===== config.mk =====
export PLATFORM = sky130hd
export DESIGN_NAME = tlb_assoc_array_flat
export DESIGN_NICKNAME = d
export VERILOG_FILES = /design/src/rtl/tlb_assoc_array_if.sv /design/src/rtl/tlb_assoc_array.sv /design/src/flat_wrapper.sv
export SDC_FILE = /design/constraint.sdc
export NUM_CORES = 2
export LEC_CHECK = 0
export CORE_MARGIN = 5
export CORE_UTILIZATION = 26
export CTS_BUF_LIST = sky130_fd_sc_hd__clkbuf_8 sky130_fd_sc_hd__clkbuf_16
export CTS_CLUSTER_DIAMETER = 50
export DETAILED_ROUTE_END_ITERATION = 12
export DONT_BUFFER_PORTS = 1
export PLACE_DENSITY = 0.43
export SYNTH_ARGS = -nofsm -noshare
export SYNTH_HDL_FRONTEND = slang
export SYNTH_SLANG_ARGS = --single-unit

===== constraint.sdc =====
create_clock -name clk -period 11.72 [get_ports clk]
set_input_delay 2.344 -clock clk [delete_from_list [all_inputs] [get_ports clk]]
set_output_delay 2.344 -clock clk [all_outputs]
set_load 0.05 [all_outputs]

===== src/rtl/tlb_assoc_array_if.sv =====
// Lookup, refill and flush signal bundle between the TLB controller (master) and tlb_assoc_array (slave).
// ASID signals are present only when TLB_ASID_EN is defined.
interface tlb_assoc_array_if #(
    parameter int NUM_SETS  = 16,
    parameter int NUM_WAYS  = 4,
    parameter int VPN_BITS  = 20,
    parameter int PPN_BITS  = 20,
    parameter int PERM_BITS = 2,
    parameter int ASID_BITS = 8
);
    localparam int SET_BITS = $clog2(NUM_SETS);
    localparam int WAY_BITS = $clog2(NUM_WAYS);

    logic                 lk_valid;
    logic                 lk_ready;
    logic [VPN_BITS-1:0]  lk_vpn;
    logic                 lk_resp_valid;
    logic                 lk_hit;
    logic [WAY_BITS-1:0]  lk_way;
    logic [PPN_BITS-1:0]  lk_ppn;
    logic [PERM_BITS-1:0] lk_perms;
    logic                 wr_valid;
    logic                 wr_ready;
    logic [SET_BITS-1:0]  wr_set;
    logic [WAY_BITS-1:0]  wr_way;
    logic [VPN_BITS-1:0]  wr_vpn;
    logic [PPN_BITS-1:0]  wr_ppn;
    logic [PERM_BITS-1:0] wr_perms;
    logic                 flush_req;
    logic                 flush_busy;
    logic                 flush_done;
`ifdef TLB_ASID_EN
    logic [ASID_BITS-1:0] lk_asid;
    logic [ASID_BITS-1:0] wr_asid;
    logic                 flush_asid_en;
    logic [ASID_BITS-1:0] flush_asid;

    modport master (
        output lk_valid, lk_vpn, wr_valid, wr_set, wr_way, wr_vpn, wr_ppn, wr_perms,
               flush_req, lk_asid, wr_asid, flush_asid_en, flush_asid,
        input  lk_ready, lk_resp_valid, lk_hit, lk_way, lk_ppn, lk_perms, wr_ready,
               flush_busy, flush_done
    );
    modport slave (
        input  lk_valid, lk_vpn, wr_valid, wr_set, wr_way, wr_vpn, wr_ppn, wr_perms,
               flush_req, lk_asid, wr_asid, flush_asid_en, flush_asid,
        output lk_ready, lk_resp_valid, lk_hit, lk_way, lk_ppn, lk_perms, wr_ready,
               flush_busy, flush_done
    );
`else
    modport master (
        output lk_valid, lk_vpn, wr_valid, wr_set, wr_way, wr_vpn, wr_ppn, wr_perms, flush_req,
        input  lk_ready, lk_resp_valid, lk_hit, lk_way, lk_ppn, lk_perms, wr_ready,
               flush_busy, flush_done
    );
    modport slave (
        input  lk_valid, lk_vpn, wr_valid, wr_set, wr_way, wr_vpn, wr_ppn, wr_perms, flush_req,
        output lk_ready, lk_resp_valid, lk_hit, lk_way, lk_ppn, lk_perms, wr_ready,
               flush_busy, flush_done
    );
`endif
endinterface


===== src/rtl/tlb_assoc_array.sv =====
// Set-associative TLB array: registered VPN lookup, LRU aging, victim choice and a one-set-per-cycle flush sweep.
// Optional feature macro TLB_ASID_EN: per-entry ASID tag and ASID-selective flush.
module tlb_assoc_array #(
    parameter int NUM_SETS  = 16,
    parameter int NUM_WAYS  = 4,
    parameter int VPN_BITS  = 20,
    parameter int PPN_BITS  = 20,
    parameter int PERM_BITS = 2,
    parameter int LRU_BITS  = 4,
    parameter int ASID_BITS = 8
) (
    input logic              clk,
    input logic              rst,
    tlb_assoc_array_if.slave bus
);
    localparam int SET_BITS = $clog2(NUM_SETS);
    localparam int WAY_BITS = $clog2(NUM_WAYS);
    localparam logic [LRU_BITS-1:0] LRU_MAX = '1;
    localparam logic [SET_BITS-1:0] LAST_SET = SET_BITS'(NUM_SETS - 1);

    typedef enum logic {IDLE, SWEEP} state_t;

    state_t              state_reg, state_next;
    logic [SET_BITS-1:0] sweep_cnt_reg, sweep_cnt_next;
    logic                flush_busy;

    logic [NUM_WAYS-1:0]  valid_reg [NUM_SETS];
    logic [LRU_BITS-1:0]  lru_reg   [NUM_SETS][NUM_WAYS];
    logic [VPN_BITS-1:0]  tag_reg   [NUM_SETS][NUM_WAYS];
    logic [PPN_BITS-1:0]  ppn_reg   [NUM_SETS][NUM_WAYS];
    logic [PERM_BITS-1:0] perms_reg [NUM_SETS][NUM_WAYS];

    logic                 lk_resp_valid_reg, lk_hit_reg;
    logic [WAY_BITS-1:0]  lk_way_reg;
    logic [PPN_BITS-1:0]  lk_ppn_reg;
    logic [PERM_BITS-1:0] lk_perms_reg;
    logic                 touch_pending_reg;
    logic [SET_BITS-1:0]  touch_set_reg;
    logic [WAY_BITS-1:0]  touch_way_reg;

    logic                lk_fire, wr_fire, touch_en;
    logic [SET_BITS-1:0] lk_set;
    logic [NUM_WAYS-1:0] set_valid, asid_ok, way_match, flush_match;
    logic                hit_any;
    logic [WAY_BITS-1:0] hit_way, victim_way;
    logic [LRU_BITS-1:0] best_lru, touch_old_lru;

    function automatic logic [LRU_BITS-1:0] sat_inc(input logic [LRU_BITS-1:0] v);
        return (v == LRU_MAX) ? v : v + 1'b1;
    endfunction

    assign flush_busy    = (state_reg == SWEEP);
    assign lk_fire       = bus.lk_valid && !flush_busy;
    assign wr_fire       = bus.wr_valid && !flush_busy;
    assign lk_set        = bus.lk_vpn[SET_BITS-1:0];
    assign set_valid     = valid_reg[lk_set];
    assign touch_old_lru = lru_reg[touch_set_reg][touch_way_reg];
    // A refill into the touched set takes precedence; that set's touch is dropped.
    assign touch_en      = touch_pending_reg && !flush_busy &&
                           !(wr_fire && (bus.wr_set == touch_set_reg));

`ifdef TLB_ASID_EN
    logic [ASID_BITS-1:0] asid_reg [NUM_SETS][NUM_WAYS];
    logic                 flush_sel_reg;
    logic [ASID_BITS-1:0] flush_asid_reg;

    always_ff @(posedge clk) begin
        if (rst) begin
            flush_sel_reg  <= 1'b0;
            flush_asid_reg <= '0;
        end else if (state_reg == IDLE && bus.flush_req) begin
            flush_sel_reg  <= bus.flush_asid_en;
            flush_asid_reg <= bus.flush_asid;
        end
    end

    always_ff @(posedge clk) begin
        if (wr_fire) asid_reg[bus.wr_set][bus.wr_way] <= bus.wr_asid;
    end
`endif

    genvar gi;
    generate
        for (gi = 0; gi < NUM_WAYS; gi++) begin : g_way
`ifdef TLB_ASID_EN
            assign asid_ok[gi]     = (asid_reg[lk_set][gi] == bus.lk_asid);
            assign flush_match[gi] = !flush_sel_reg || (asid_reg[sweep_cnt_reg][gi] == flush_asid_reg);
`else
            assign asid_ok[gi]     = 1'b1;
            assign flush_match[gi] = 1'b1;
`endif
            assign way_match[gi] = set_valid[gi] && asid_ok[gi] && (tag_reg[lk_set][gi] == bus.lk_vpn);
        end
    endgenerate

    // Hit: lowest matching way. Victim: lowest invalid way, else oldest (ties to lowest index).
    always_comb begin
        hit_any    = |way_match;
        hit_way    = '0;
        victim_way = '0;
        best_lru   = lru_reg[lk_set][0];
        for (int w = NUM_WAYS - 1; w >= 0; w--) begin
            if (way_match[w]) hit_way = WAY_BITS'(w);
        end
        for (int w = 1; w < NUM_WAYS; w++) begin
            if (lru_reg[lk_set][w] > best_lru) begin
                best_lru   = lru_reg[lk_set][w];
                victim_way = WAY_BITS'(w);
            end
        end
        for (int w = NUM_WAYS - 1; w >= 0; w--) begin
            if (!set_valid[w]) victim_way = WAY_BITS'(w);
        end
    end

    always_ff @(posedge clk) begin
        if (rst) begin
            lk_resp_valid_reg <= 1'b0;
            lk_hit_reg        <= 1'b0;
            lk_way_reg        <= '0;
            lk_ppn_reg        <= '0;
            lk_perms_reg      <= '0;
            touch_pending_reg <= 1'b0;
            touch_set_reg     <= '0;
            touch_way_reg     <= '0;
        end else begin
            lk_resp_valid_reg <= lk_fire;
            touch_pending_reg <= lk_fire && hit_any;
            if (lk_fire) begin
                lk_hit_reg    <= hit_any;
                lk_way_reg    <= hit_any ? hit_way : victim_way;
                lk_ppn_reg    <= hit_any ? ppn_reg[lk_set][hit_way] : '0;
                lk_perms_reg  <= hit_any ? perms_reg[lk_set][hit_way] : '0;
                touch_set_reg <= lk_set;
                touch_way_reg <= hit_way;
            end
        end
    end

    always_ff @(posedge clk) begin
        if (rst) begin
            for (int s = 0; s < NUM_SETS; s++) begin
                valid_reg[s] <= '0;
                for (int w = 0; w < NUM_WAYS; w++) lru_reg[s][w] <= '0;
            end
        end else if (flush_busy) begin
            for (int w = 0; w < NUM_WAYS; w++) begin
                if (flush_match[w]) begin
                    valid_reg[sweep_cnt_reg][w] <= 1'b0;
                    lru_reg[sweep_cnt_reg][w]   <= '0;
                end
            end
        end else begin
            if (touch_en) begin
                for (int w = 0; w < NUM_WAYS; w++) begin
                    if (WAY_BITS'(w) == touch_way_reg)
                        lru_reg[touch_set_reg][w] <= '0;
                    else if (valid_reg[touch_set_reg][w] && lru_reg[touch_set_reg][w] < touch_old_lru)
                        lru_reg[touch_set_reg][w] <= sat_inc(lru_reg[touch_set_reg][w]);
                end
            end
            if (wr_fire) begin
                for (int w = 0; w < NUM_WAYS; w++) begin
                    if (WAY_BITS'(w) == bus.wr_way) begin
                        valid_reg[bus.wr_set][w] <= 1'b1;
                        lru_reg[bus.wr_set][w]   <= '0;
                    end else if (valid_reg[bus.wr_set][w]) begin
                        lru_reg[bus.wr_set][w] <= sat_inc(lru_reg[bus.wr_set][w]);
                    end
                end
            end
        end
    end

    always_ff @(posedge clk) begin
        if (wr_fire) begin
            tag_reg[bus.wr_set][bus.wr_way]   <= bus.wr_vpn;
            ppn_reg[bus.wr_set][bus.wr_way]   <= bus.wr_ppn;
            perms_reg[bus.wr_set][bus.wr_way] <= bus.wr_perms;
        end
    end

    always_ff @(posedge clk) begin
        if (rst) begin
            state_reg     <= IDLE;
            sweep_cnt_reg <= '0;
        end else begin
            state_reg     <= state_next;
            sweep_cnt_reg <= sweep_cnt_next;
        end
    end

    always_comb begin
        state_next     = state_reg;
        sweep_cnt_next = sweep_cnt_reg;
        case (state_reg)
            IDLE: begin
                if (bus.flush_req) begin
                    state_next     = SWEEP;
                    sweep_cnt_next = '0;
                end
            end
            SWEEP: begin
                if (sweep_cnt_reg == LAST_SET) begin
                    state_next     = IDLE;
                    sweep_cnt_next = '0;
                end else begin
                    sweep_cnt_next = sweep_cnt_reg + 1'b1;
                end
            end
            default: state_next = IDLE;
        endcase
    end

    assign bus.lk_ready      = !flush_busy;
    assign bus.wr_ready      = !flush_busy;
    assign bus.flush_busy    = flush_busy;
    assign bus.flush_done    = flush_busy && (sweep_cnt_reg == LAST_SET);
    assign bus.lk_resp_valid = lk_resp_valid_reg;
    assign bus.lk_hit        = lk_hit_reg;
    assign bus.lk_way        = lk_way_reg;
    assign bus.lk_ppn        = lk_ppn_reg;
    assign bus.lk_perms      = lk_perms_reg;
endmodule

===== src/flat_wrapper.sv =====
// flat-port wrapper written by rule: the top's interface ports become plain ports
module tlb_assoc_array_flat 
#(
    parameter int NUM_SETS  = 16,
    parameter int NUM_WAYS  = 4,
    parameter int VPN_BITS  = 20,
    parameter int PPN_BITS  = 20,
    parameter int PERM_BITS = 2,
    parameter int LRU_BITS  = 4,
    parameter int ASID_BITS = 8
)
  (clk, rst, bus_lk_valid, bus_lk_vpn, bus_wr_valid, bus_wr_set, bus_wr_way, bus_wr_vpn, bus_wr_ppn, bus_wr_perms, bus_flush_req, bus_lk_ready, bus_lk_resp_valid, bus_lk_hit, bus_lk_way, bus_lk_ppn, bus_lk_perms, bus_wr_ready, bus_flush_busy, bus_flush_done);
  tlb_assoc_array_if #(.NUM_SETS(NUM_SETS), .NUM_WAYS(NUM_WAYS), .VPN_BITS(VPN_BITS), .PPN_BITS(PPN_BITS), .PERM_BITS(PERM_BITS), .ASID_BITS(ASID_BITS)) bus_i ();
  input logic clk;
  input logic rst;
  input wire logic [$bits(bus_i.lk_valid)-1:0] bus_lk_valid;
  input wire logic [$bits(bus_i.lk_vpn)-1:0] bus_lk_vpn;
  input wire logic [$bits(bus_i.wr_valid)-1:0] bus_wr_valid;
  input wire logic [$bits(bus_i.wr_set)-1:0] bus_wr_set;
  input wire logic [$bits(bus_i.wr_way)-1:0] bus_wr_way;
  input wire logic [$bits(bus_i.wr_vpn)-1:0] bus_wr_vpn;
  input wire logic [$bits(bus_i.wr_ppn)-1:0] bus_wr_ppn;
  input wire logic [$bits(bus_i.wr_perms)-1:0] bus_wr_perms;
  input wire logic [$bits(bus_i.flush_req)-1:0] bus_flush_req;
  output wire logic [$bits(bus_i.lk_ready)-1:0] bus_lk_ready;
  output wire logic [$bits(bus_i.lk_resp_valid)-1:0] bus_lk_resp_valid;
  output wire logic [$bits(bus_i.lk_hit)-1:0] bus_lk_hit;
  output wire logic [$bits(bus_i.lk_way)-1:0] bus_lk_way;
  output wire logic [$bits(bus_i.lk_ppn)-1:0] bus_lk_ppn;
  output wire logic [$bits(bus_i.lk_perms)-1:0] bus_lk_perms;
  output wire logic [$bits(bus_i.wr_ready)-1:0] bus_wr_ready;
  output wire logic [$bits(bus_i.flush_busy)-1:0] bus_flush_busy;
  output wire logic [$bits(bus_i.flush_done)-1:0] bus_flush_done;
  assign bus_i.lk_valid = bus_lk_valid;
  assign bus_i.lk_vpn = bus_lk_vpn;
  assign bus_i.wr_valid = bus_wr_valid;
  assign bus_i.wr_set = bus_wr_set;
  assign bus_i.wr_way = bus_wr_way;
  assign bus_i.wr_vpn = bus_wr_vpn;
  assign bus_i.wr_ppn = bus_wr_ppn;
  assign bus_i.wr_perms = bus_wr_perms;
  assign bus_i.flush_req = bus_flush_req;
  assign bus_lk_ready = bus_i.lk_ready;
  assign bus_lk_resp_valid = bus_i.lk_resp_valid;
  assign bus_lk_hit = bus_i.lk_hit;
  assign bus_lk_way = bus_i.lk_way;
  assign bus_lk_ppn = bus_i.lk_ppn;
  assign bus_lk_perms = bus_i.lk_perms;
  assign bus_wr_ready = bus_i.wr_ready;
  assign bus_flush_busy = bus_i.flush_busy;
  assign bus_flush_done = bus_i.flush_done;
  tlb_assoc_array #(.NUM_SETS(NUM_SETS), .NUM_WAYS(NUM_WAYS), .VPN_BITS(VPN_BITS), .PPN_BITS(PPN_BITS), .PERM_BITS(PERM_BITS), .LRU_BITS(LRU_BITS), .ASID_BITS(ASID_BITS)) u_core (.clk(clk), .rst(rst), .bus(bus_i));
endmodule

# Word-level counts from Yosys, hierarchy flattened

Memories as Yosys holds them, arrays and structs flattened. A register that Yosys moved wholly into a read port is not among the register bits.
Index checks and enable logic that the tools add are counted.
W data, S select, Z words.

Register bits after elaboration: 38
Memory bits (writable): 3008
Bits of input ports: 73
Memories: 5

Memories:

| name             | words | width | rd ports | clocked after Yosys merged registers in | wr ports | RTL line              | RTL |
|---|---|---|---|---|---|---|---|
| u_core.ppn_reg   | 16    | 80    | 1        | 0                                       | 1        | tlb_assoc_array.sv:30 | `logic [PPN_BITS-1:0] ppn_reg [NUM_SETS][NUM_WAYS];` |
| u_core.tag_reg   | 16    | 80    | 1        | 0                                       | 1        | tlb_assoc_array.sv:29 | `logic [VPN_BITS-1:0] tag_reg [NUM_SETS][NUM_WAYS];` |
| u_core.lru_reg   | 16    | 16    | 3        | 1                                       | 16       | tlb_assoc_array.sv:28 | `logic [LRU_BITS-1:0] lru_reg [NUM_SETS][NUM_WAYS];` |
| u_core.perms_reg | 16    | 8     | 1        | 0                                       | 1        | tlb_assoc_array.sv:31 | `logic [PERM_BITS-1:0] perms_reg [NUM_SETS][NUM_WAYS];` |
| u_core.valid_reg | 16    | 4     | 3        | 1                                       | 16       | tlb_assoc_array.sv:27 | `logic [NUM_WAYS-1:0] valid_reg [NUM_SETS];` |

Add/sub/neg operators: 9
$lt $le $gt $ge: 11
Equality and inequality tests: 21
Mux-type cells: 166
Bitwise logic cells: 12
Reductions and logical operators: 26

Operator list:

| kind                  | count |
|---|---|
| $mux W4               | 36 |
| $mux W1               | 99 |
| $eq A20 B20 Y1        | 4 |
| $mux W20              | 4 |
| $mux W80              | 1 |
| $mux W16              | 3 |
| $reduce_or A16 Y1     | 3 |
| $bmux W20 S2          | 1 |
| $demux W20 S2         | 1 |
| $add A4 B1 Y4 const B | 9 |
| $eq A4 B4 Y1 const B  | 9 |
| $mux W2               | 15 |
| $logic_and A1 B1 Y1   | 16 |
| $lt A4 B4 Y1          | 4 |
| $gt A4 B4 Y1          | 3 |
| $reduce_or A4 Y1      | 3 |
| $ge A3 B3 Y1 const B  | 3 |
| $not A2 Y3            | 3 |
| $bmux W4 S2           | 1 |
| $eq A2 B2 Y1 const A  | 4 |
| $mux W8               | 1 |
| $or A1 B1 Y1          | 8 |
| $pmux W4 S2           | 1 |
| $bmux W2 S2           | 1 |
| other kinds (9)       | 12 |

# Longest topological paths before layout

Word-level depth: 15
Mapped depth: 42
Gate-level depth less buffers: 33

# Worst setup path after synthesis

OpenSTA, ideal clock, no wires.

Path kind: in2reg
Start point: input port bus_lk_vpn[0]
End point: register u_core.lk_way_reg[0] (netlist: u_core.bus.lk_way[0])
Library setup time: 0.114 ns
Data arrival time: 8.813 ns
Data required time: 11.606 ns
Slack: 2.793 ns
Stages: 40
Path through: buf_6 -> buf_6 -> buf_6 -> buf_8 -> buf_4 -> buf_6 -> buf_2 -> buf_2 -> buf_2 -> buf_2 -> mux4_2 -> a211oi_1 -> a31oi_1 -> inv_1 -> ha_1 -> nor2b_1 -> o21ai_0 -> nand2b_1 -> [4 not listed] -> nor2b_1 -> o21ai_0 -> nand2b_1 -> a21oi_1 -> a41o_1 -> o21ai_0 -> ha_1 -> nor2b_1 -> o21ai_0 -> nand2b_1 -> a21oi_1 -> a41o_1 -> o21ai_0 -> o21ai_0 -> a21oi_1 -> o21ai_0 -> a21oi_1 -> a21o_1

Word-level cells in the longest chain between the ends: 12
Elaborated cells on any way between the ends: 29
Those cells by class: order compare (3); eq/ne (4); mux (14); reduce/logical (5); memory (3)

RTL lines:

| item                 | RTL line               | RTL |
|---|---|---|
| start, declared      | flat_wrapper.sv:17     | `input wire logic [$bits(bus_i.lk_vpn)-1:0] bus_lk_vpn;` |
| $mem_v2 Z16 W16      | -                      |  |
| $gt A4 B4 Y1         | tlb_assoc_array.sv:106 | `if (lru_reg[lk_set][w] > best_lru) begin` |
| $mux W4              | tlb_assoc_array.sv:106 |  |
| $gt A4 B4 Y1         | tlb_assoc_array.sv:106 |  |
| $mux W4              | tlb_assoc_array.sv:106 |  |
| $gt A4 B4 Y1         | tlb_assoc_array.sv:106 |  |
| $mux W2              | tlb_assoc_array.sv:106 |  |
| $mux W2 (4 in a row) | tlb_assoc_array.sv:112 | `if (!set_valid[w]) victim_way = WAY_BITS'(w);` |
| $mux W2 (*)          | tlb_assoc_array.sv:131 | `lk_way_reg <= hit_any ? hit_way : victim_way;` |
| end signal, assigned | tlb_assoc_array.sv:131 |  |
| end, declared        | tlb_assoc_array.sv:34  | `logic [WAY_BITS-1:0] lk_way_reg;` |

Every way passes the cells marked *; elsewhere a longest branch is shown, timed or not.
A chain may end at the register's enable or synchronous reset.

# Final worst setup path

Start point: input port bus_lk_vpn[1]
End point: register u_core.lk_way_reg[0] (netlist: u_core.bus.lk_way[0])

The elaborated chain is that of the path after synthesis.

==> impl_metrics.ini <==
[power]
p_leak_nw = 46.2
ir_worst_vdd_v = 0.000127
power.total_w = 0.0252
power_density_nw_per_um2 = 169

[finish]
area_delta_synth_final_pct = 16.2
drive_gt1_share_pct = 26.1
nets = 6762
nFillCells = 47700
layout_commonest_cell = edfxtp_1
final_cell_mix = edfxtp_1 (3008), mux4_2 (874), clkbuf_16 (385), mux2i_1 (299), o22ai_1 (281)

[yosys]
ys_ff_latch = 3050
synth.avg_cell_area_um2 = 19.6
synth_mux_area_share_pct = 18.6
ys_types = 89
async_flop_share_pct = 0
synth_xor_area_share_pct = 0.669
synth_area_um2 = 128000
synth_fa_ha_area_share_pct = 0.322
synth-compound-area-share_pct = 4.33
synthCells = 6526
synth_edf_count = 3008
synthFlopType = edfxtp_1
yosysSeqAreaShare_pct = 71.1
synthSimpleGateAreaFrac_pct = 3.10
synth_top_family_by_area = multiplexers
ys_warn_count = 0
synth_nets = 6632

[timing]
drv_slew = 179
timing.final.crit_period_ns = 8.98
finalSetupTns_ns = 0
fin_ws_ns = 2.74
period_share_pct = 76.6
setup_violations = 0
worst_pin_slew_ns = 1.98
fmax_mhz = 111
finalClockSkew_ns = 0.0824
whs_ns = 0.586
grt_setup_unrepaired = no
finalHoldViolCount = 0
max-slew-margin-rel_pct = -32.2

[grt]
antenna_found_initial = 20
grt_pass1_wl_mm = 598
grt_pass1_vias = 70300
track_usage_pct = 16.7
grt_overflow = 0
grt_max_degree = 671

[die]
io_pins = 103
die_h_um = 712
start_util_pct = 26.0
dieArea_um2 = 507000
num_rows = 258
dieWidth_um = 712
core_um2 = 493000

[worst_setup_path]
worstSetupPathType = in -> reg
path_common_cell = o21ai_0
reg2reg_from = u_core.lru_reg[9][13]
cp_top_family = compound AO/OA/AOI/OAI gates
crit_buf_inv = 2
crit_required_ns = 12.58
end_kind = flop
reg2reg_slack_ns = 5.21
critPathLaunchType = primary input
crit_fanout = 147
startpoint = bus_lk_vpn[1]
arrival_ns = 9.84
critPathMaxStageDelay_ns = 0.67
worst_path_max_delay_cell = buf_16

[clock_network]
post_cts_buffers = 0
htreeDepth = 5
root_buffer = clkbuf_16
cts.reportedPaths.clkPinSlew_ns = 0.06
cts.sinks = 3050
clk_latency_ns = 0.98
clk_path_buf_depth = 4
postCtsResizedCells = 0
cts_tree = done
cts_buffers = 381
postCtsHoldBufs = 0

[route]
vias_per_cell = 5.10
wl_mm = 437
vias = 68800
drc = 0
first_iter_violations = 6547
ant_nets = 0
wl_per_cell_um = 32.4
drt-pass1-iter-count = 6

[min_path]
hold_path.startpoint = u_core.touch_set_reg[2]
hp-class = reg -> reg

[placed_design]
hpwlAfterDp_mm = 247
preCtsSetupSlack_ns = 2.19
gp_congestion = 0.819
port_buffers = 0

[run_status]
violations = max-slew violations
outcome = complete, but fails checks

[run]
cap_viol_max_count = 0
## layout make-up
type / count / area (um2) / share of cell area, %
Sequential cell: 3050 / 91200 / 61.2
Multi-Input combinational cell: 2989 / 35200 / 23.6
Clock buffer: 385 / 9630 / 6.46
Tap cell: 6500 / 8130 / 5.46
Clock inverter: 315 / 3040 / 2.04
Timing Repair Buffer: 193 / 1660 / 1.11
Inverter: 41 / 166 / 0.112
Antenna cell: 12 / 30.0 / 0.0201
## cell families (layout without fill, tap and decap cells)
logic type,Yosys count,after routing
DFF,3050,3050
muxes,1226,1226
AOI/OAI and AO/OA,847,847
and+or+nand+nor,785,785
buffers and inverters,487,934
xor gates and xnor gates,98,98
adders and majority gates,33,33
other,0,12
## final timing paths
check,endpoint,cells past startpoint
setup / recovery,u_core.bus.lk_way[0],30
hold / removal,flop,2
setup reg to reg,u_core.bus.lk_way[0],31
hold reg to reg,flop,2
## per-layer routing
layer / up-vias / routed length (um) / share of wire (%) / GRT usage [%]
li1: 27700 / - / - / -
met4: 0 / 11800 / 2.7 / 4.31
met3: 604 / 23500 / 5.4 / 2.71
met1: 38200 / 187000 / 43 / 22.3
met5: - / 0 / 0 / 0
met2: 2271 / 215000 / 49 / 28.3
## worst register-to-register path: cells and delay by family, from the launching register on
kind	cells	cell delay [ns]
buf+inv	1	0.11
compound gates	18	3.28
mux	2	0.83
fa+ha+maj	3	0.87
flops	1	0.47
simple gates	7	0.82
## synthesized netlist by cell type, types with 22 or more instances
library cell | instances | share of area (%)
xor2_1 | 53 | 0.36
xnor2_1 | 45 | 0.31
inv_1 | 36 | 0.11
buf_2 | 138 | 0.54
nand2_1 | 171 | 0.50
dfxtp_1 | 42 | 0.66
or2_2 | 75 | 0.37
clkbuf_1 | 202 | 0.59
mux4_2 | 874 | 15
nand3_1 | 43 | 0.17
o22ai_1 | 281 | 1.4
buf_1 | 44 | 0.13
ha_1 | 33 | 0.32
a21o_1 | 52 | 0.30
nor3_1 | 25 | 0.098
nor2b_1 | 119 | 0.58
nand2b_1 | 35 | 0.17
mux2i_1 | 299 | 2.3
o21ai_0 | 148 | 0.58
o21ai_1 | 22 | 0.086
edfxtp_1 | 3008 | 70
a211oi_1 | 45 | 0.26
nor2_1 | 218 | 0.64
mux4_1 | 40 | 0.82
buf_4 | 35 | 0.20
a22oi_1 | 40 | 0.23
a21oi_1 | 76 | 0.30
## through the flow
step | utilization, % | instances | area [um2]
floorplan | - | 6526 | 128000
global placement | 27.6 | 12800 | 136000
detailed placement | 27.6 | 12800 | 136000
CTS | 30.2 | 13500 | 149000
global route | 30.2 | 13500 | 149000
finish | 30.3 | 13500 | 149000
## where the power goes
| part | switching (W) | internal [W] |
|---|---|---|
| sequential | 0.0000567 | 0.0121 |
| clock | 0.00479 | 0.00699 |
| combinational | 0.000706 | 0.000576 |
| total | 0.00556 | 0.0196 |
(Power assumes the default switching activity.)
